File: config.mk
export PLATFORM = sky130hd
export DESIGN_NAME = oneshot_voice_arbiter
export DESIGN_NICKNAME = d
export VERILOG_FILES = /design/src/rtl/oneshot_voice_arbiter.sv
export SDC_FILE = /design/constraint.sdc
export NUM_CORES = 1
export LEC_CHECK = 0
export ABC_AREA = 1
export BUFFER_PORTS_ARGS = -buffer_cell sky130_fd_sc_hd__buf_2
export CAP_MARGIN = 10
export CELL_PAD_IN_SITES_DETAIL_PLACEMENT = 0
export CELL_PAD_IN_SITES_GLOBAL_PLACEMENT = 1
export CORE_UTILIZATION = 37
export DETAILED_ROUTE_END_ITERATION = 10
export GPL_TIMING_DRIVEN = 0
export HOLD_SLACK_MARGIN = 0.1
export PLACE_DENSITY_LB_ADDON = 0.1
export SYNTH_ARGS = -nofsm -noshare
export SYNTH_HDL_FRONTEND = slang
export SYNTH_SLANG_ARGS = --single-unit
File: constraint.sdc
create_clock -name mclk -period 2.05 [get_ports mclk]
set_clock_uncertainty 0.2 [all_clocks]
set_input_delay 0.1025 -clock mclk [delete_from_list [all_inputs] [get_ports mclk]]
set_output_delay 0.1025 -clock mclk [all_outputs]
set_load 0.1 [all_outputs]
File: src/rtl/oneshot_voice_arbiter.sv
// Oneshot voice arbiter: maps drum-pad triggers onto a small pool of shared
// oneshot voices with round-robin requester service, in-place retrigger,
// idle-voice allocation and oldest-voice stealing.
module oneshot_voice_arbiter #(
    parameter int unsigned NUM_REQ       = 4,
    parameter int unsigned NUM_VOICES    = 2,
    parameter int unsigned FREQ_RES_BITS = 8,
    parameter int unsigned AGE_BITS      = 16,
    localparam int unsigned OWNER_BITS   = (NUM_REQ > 1) ? $clog2(NUM_REQ) : 1
) (
    input  logic                                  mclk,
    input  logic                                  reset,
    input  logic                                  pblrc,
    input  logic [NUM_REQ-1:0]                    req,
    input  logic [NUM_REQ*FREQ_RES_BITS-1:0]      req_freq,
    input  logic [NUM_VOICES-1:0]                 voice_done,
    output logic [NUM_VOICES-1:0]                 voice_trig,
    output logic [NUM_VOICES*FREQ_RES_BITS-1:0]   voice_freq,
    output logic [NUM_VOICES-1:0]                 voice_busy,
    output logic [NUM_VOICES*OWNER_BITS-1:0]      voice_owner,
    output logic [7:0]                            steal_count
);

    localparam int unsigned VSEL_BITS = (NUM_VOICES > 1) ? $clog2(NUM_VOICES) : 1;

    typedef enum logic {
        IDLE   = 1'b0,
        ACTIVE = 1'b1
    } vstate_t;

    vstate_t                 state [NUM_VOICES];
    logic [AGE_BITS-1:0]     age   [NUM_VOICES];
    logic [NUM_REQ-1:0]      pending;
    logic [OWNER_BITS-1:0]   rr_ptr;
    logic                    pblrc_q;

    logic                     cand_valid;
    logic [OWNER_BITS-1:0]    cand;
    logic [FREQ_RES_BITS-1:0] cand_freq;
    logic [NUM_REQ-1:0]       grant_req;
    logic                     hit;
    logic                     steal;
    logic [VSEL_BITS-1:0]     sel;
    logic [AGE_BITS-1:0]      best_age;
    logic [NUM_VOICES-1:0]    grant_voice;
    logic                     sample_tick;

    assign sample_tick = pblrc & ~pblrc_q;

    // Round-robin candidate: first pending index strictly after the pointer, then wrap
    always_comb begin
        cand_valid = 1'b0;
        cand       = '0;
        for (int i = 0; i < int'(NUM_REQ); i++) begin
            if (!cand_valid && pending[i] && (OWNER_BITS'(i) > rr_ptr)) begin
                cand_valid = 1'b1;
                cand       = OWNER_BITS'(i);
            end
        end
        for (int i = 0; i < int'(NUM_REQ); i++) begin
            if (!cand_valid && pending[i] && (OWNER_BITS'(i) <= rr_ptr)) begin
                cand_valid = 1'b1;
                cand       = OWNER_BITS'(i);
            end
        end
        cand_freq = '0;
        grant_req = '0;
        for (int i = 0; i < int'(NUM_REQ); i++) begin
            if (cand == OWNER_BITS'(i)) begin
                cand_freq    = req_freq[i*FREQ_RES_BITS +: FREQ_RES_BITS];
                grant_req[i] = cand_valid;
            end
        end
    end

    // Voice choice: retrigger own voice, else lowest idle, else steal the oldest
    always_comb begin
        hit      = 1'b0;
        steal    = 1'b0;
        sel      = '0;
        best_age = '0;
        for (int v = 0; v < int'(NUM_VOICES); v++) begin
            if (!hit && (state[v] == ACTIVE) &&
                (voice_owner[v*OWNER_BITS +: OWNER_BITS] == cand)) begin
                hit = 1'b1;
                sel = VSEL_BITS'(v);
            end
        end
        for (int v = 0; v < int'(NUM_VOICES); v++) begin
            if (!hit && (state[v] == IDLE)) begin
                hit = 1'b1;
                sel = VSEL_BITS'(v);
            end
        end
        if (!hit) begin
            steal    = 1'b1;
            best_age = age[0];
            for (int v = 1; v < int'(NUM_VOICES); v++) begin
                if (age[v] > best_age) begin
                    best_age = age[v];
                    sel      = VSEL_BITS'(v);
                end
            end
        end
        grant_voice = '0;
        for (int v = 0; v < int'(NUM_VOICES); v++) begin
            grant_voice[v] = cand_valid && (sel == VSEL_BITS'(v));
        end
    end

    // Pending bits, pointer, per-voice FSMs, ages and steal counter
    always_ff @(posedge mclk or negedge reset) begin
        if (!reset) begin
            pending     <= '0;
            rr_ptr      <= OWNER_BITS'(NUM_REQ - 1);
            pblrc_q     <= 1'b0;
            steal_count <= 8'd0;
            voice_trig  <= '0;
            voice_busy  <= '0;
            voice_freq  <= '0;
            voice_owner <= '0;
            for (int v = 0; v < int'(NUM_VOICES); v++) begin
                state[v] <= IDLE;
                age[v]   <= '0;
            end
        end else begin
            pblrc_q    <= pblrc;
            pending    <= (pending & ~grant_req) | req;
            voice_trig <= grant_voice;
            if (cand_valid) begin
                rr_ptr <= cand;
            end
            if (cand_valid && steal && (steal_count != 8'hFF)) begin
                steal_count <= steal_count + 8'd1;
            end
            for (int v = 0; v < int'(NUM_VOICES); v++) begin
                if (grant_voice[v]) begin
                    state[v]       <= ACTIVE;
                    voice_busy[v]  <= 1'b1;
                    age[v]         <= '0;
                    voice_freq[v*FREQ_RES_BITS +: FREQ_RES_BITS] <= cand_freq;
                    voice_owner[v*OWNER_BITS +: OWNER_BITS]      <= cand;
                end else if (state[v] == ACTIVE) begin
                    if (voice_done[v]) begin
                        state[v]      <= IDLE;
                        voice_busy[v] <= 1'b0;
                    end
                    if (sample_tick && (age[v] != '1)) begin
                        age[v] <= age[v] + AGE_BITS'(1);
                    end
                end
            end
        end
    end

endmodule

==> flow_summary.yaml <==
status:
  outcome: "finished with violations"
  violations: "setup timing"
routing:
  ant_nets: 0
  drt_iter0_markers: 149
  dr_total_vias: 4268
  viasPerCell: 4.95
  drc_errors: 0
  wl_per_cell_um: 14.4
  drt_first_pass_iters: 4
  routed_wl_um: 12400
worst_setup_path:
  crit_type: "reg -> reg"
  r2r-start: "rr_ptr[1]"
  critical_path_required_ps: 2080
  r2r_slack_ps: -300
  end_kind: "register"
  startpoint_type: "register"
  critPathMaxFanout: 4
  r2r_cells: 16
  crit_arrival_ps: 2380
  crit_buf_inv: 4
  crit_path_top_delay_cell: "dfstp_2"
  timing.rr.end: "voice_freq[12]"
  cp_common_cell: "nand2_2"
  critPathMaxStageDelay_ps: 570
  path_cells: "nand2_2, nand2_2, nand2_2, nor3_2, nor2_2, buf_6, nand3_4, nand2_2, inv_2, nand3_4, nand2_4, nand3_2, buf_6, clkbuf_16, nand2_2, nand2_1"
  crit_family: "simple AND/OR/NAND/NOR gates"
logic_synthesis:
  synth_edf_count: 0
  yosysTopAreaCellShare_pct: 41.0
  yosysWarningCount: 0
  async_flop_share_pct: 100
  synth-seq-cells: 73
  synth_area_um2: 4330
  synth_cell_types: 33
  synth.area.top_cells: "dfrtp_1 41%, nand2_1 15%, inv_1 6.2%"
  yosysTopAreaCell: "dfrtp_1"
  syn_inst: 570
  yosysSeqAreaShare_pct: 42.2
  synth_most_common_cell: "nand2_1"
  synth_nets: 630
  synth_common_cells: "172 x nand2_1, 71 x dfrtp_1, 71 x inv_1"
  synth_area_per_cell_um2: 7.60
  synthFlopType: "dfrtp_1"
timing:
  min_period_ps: 2350
  timing.hold.ws_ps: 116
  fin_setup_tns_ps: -16990
  finalSetupViolations: 67
  fin_crit_sh_pct: 115
  setup_slack_ps: -302
  slew_headroom_pct: 53.9
  max_freq_mhz: 425
  finalHoldViolCount: 0
  finalMaxSlewViolations: 0
  worst_pin_slew_ps: 687
  grt_setup_unrepaired: "yes"
layout:
  n_antenna_cell: 0
  layout-drive-gt1-share_pct: 29.6
  seq_area_um2: 1840
  fill_cells: 1084
  fin_nets: 775
  synthToLayoutAreaGrowth_pct: 42.0
  multiInputGateArea_um2: 2360
global_routing:
  grt_pass1_wl_um: 19500
  grt_overflow_total: 0
  grt_antenna_before_repair: 0
  grt.total_usage_pct: 21.6
  grt_max_degree: 45
  grt_pass1_vias: 4107
min_path:
  min_path_type: "in -> reg"
  whs_endpoint: "voice_freq[4]"
  hp-start: "req_freq[20]"
  hold_depth: 5
clock_network:
  htree_levels: 3
  clkSinkCount: 73
  cts_tree: "done"
  cts_made_buffers: 9
  clkTransAtPathRegs_ps: 60
  clk_latency_ps: 340
  root_buffer: "clkbuf_16"
  clockBufferDepth: 2
die:
  initial_core_util_pct: 37.9
  ios: 73
  core.rowCount: 39
  core_um2: 11400
  dieWidth_um: 110
  die-area_um2: 12100
  die_y_um: 110
placement:
  gp_congestion: 0.830
  port_buffers: 72
  detailedPlacementHpwl_um: 8500
flow_run:
  cap_violations: 0
## per-stage QoR
| stage | cells | utilization, % | area, µm² | worst slack [ps] |
|---|---|---|---|---|
| after CTS | 858 | 52.3 | 5980 | -292 |
| after floorplan | 570 | - | 4390 | -214 |
| after global routing | 863 | 53.9 | 6150 | -465 |
| after detailed placement | 786 | 43.4 | 4950 | -644 |
| final | 863 | 53.9 | 6150 | -302 |
| after global placement | 785 | 43.1 | 4920 | -558 |
## state kept, by name (all words and copies together) (netlist names)
name	cells
rr_ptr	2
voice_freq	16
age	32
steal_count	8
pblrc_q	1
voice_owner	4
voice_trig	2
pending	4
voice_busy	2
state	2
## cell type report
| type | instances | area share (%) |
|---|---|---|
| clock inverters | 6 | 1.12 |
| inverters | 76 | 4.70 |
| plain buffers | 16 | 2.56 |
| well taps | 143 | 2.91 |
| repair buffers | 134 | 16.7 |
| clock buffers | 10 | 3.72 |
| multi-input cells | 405 | 38.5 |
| flip-flops and latches | 73 | 29.8 |
## how the worst max path moves through the flow
stage,startpoint,end,cells after the start
after floorplan,rr_ptr[1],voice_owner[2],16
after global placement,state[0],age[13],11
after detailed placement,state[0],age[13],11
after CTS,rr_ptr[1],voice_owner[2],16
after global routing,rr_ptr[1],steal_count[3],13
final,rr_ptr[1],voice_freq[12],16
## layout by cell type, fill, tap and decap left out, types with 4 or more instances in the layout
master,netlist,final
nor2_2,11,15
dfrtp_2,0,5
dfrtp_1,71,66
o21ai_0,9,8
nor2_1,42,33
nand4_1,37,37
nand2_4,0,10
nor2_4,0,5
ha_1,19,19
nand2_2,5,22
buf_6,3,6
nand2_1,172,145
inv_2,4,8
buf_2,6,72
nand3_2,1,4
nand3_1,52,47
or2_2,4,4
xor2_1,19,19
buf_4,2,20
clkbuf_16,0,11
nor3_1,9,5
nor3_2,0,4
dlygate4sd3_1,0,39
a21oi_1,8,8
inv_1,71,66
## what timing repair did
action                                 4_1_cts  5_1_grt
setup endpoints to repair                   69       69
pin swaps                                   11       12
resized for setup                           47       36
gates cloned                                 1        2
setup buffers                               15        3
hold buffers                                40        0
endpoints found under the hold margin       96        0
## worst min-delay path, stage by stage
cell	delay, ps
buf_2	80
nand4_1	110
nand4_1	160
nand3_1	90
nand2_1	70
## per-layer routing
layer	track usage [%]	vias to the layer above	routed length (µm)
li1	-	2135	-
met1	24.5	1992	5360
met2	39.2	113	6230
met3	4.29	28	485
met4	9.21	0	346
met5	0	-	0
## logic make-up after synthesis
family / after synthesis / share of synthesized area [%]
flops: 73 / 42.2
fa+ha+maj: 19 / 5.49
buf+inv: 92 / 8.84
xor+xnor: 22 / 4.45
compound gates: 24 / 3.15
simple gates: 340 / 35.8
Power is not shown: default switching activity piles up to over one toggle a cycle in this logic, so the estimate is an artifact.
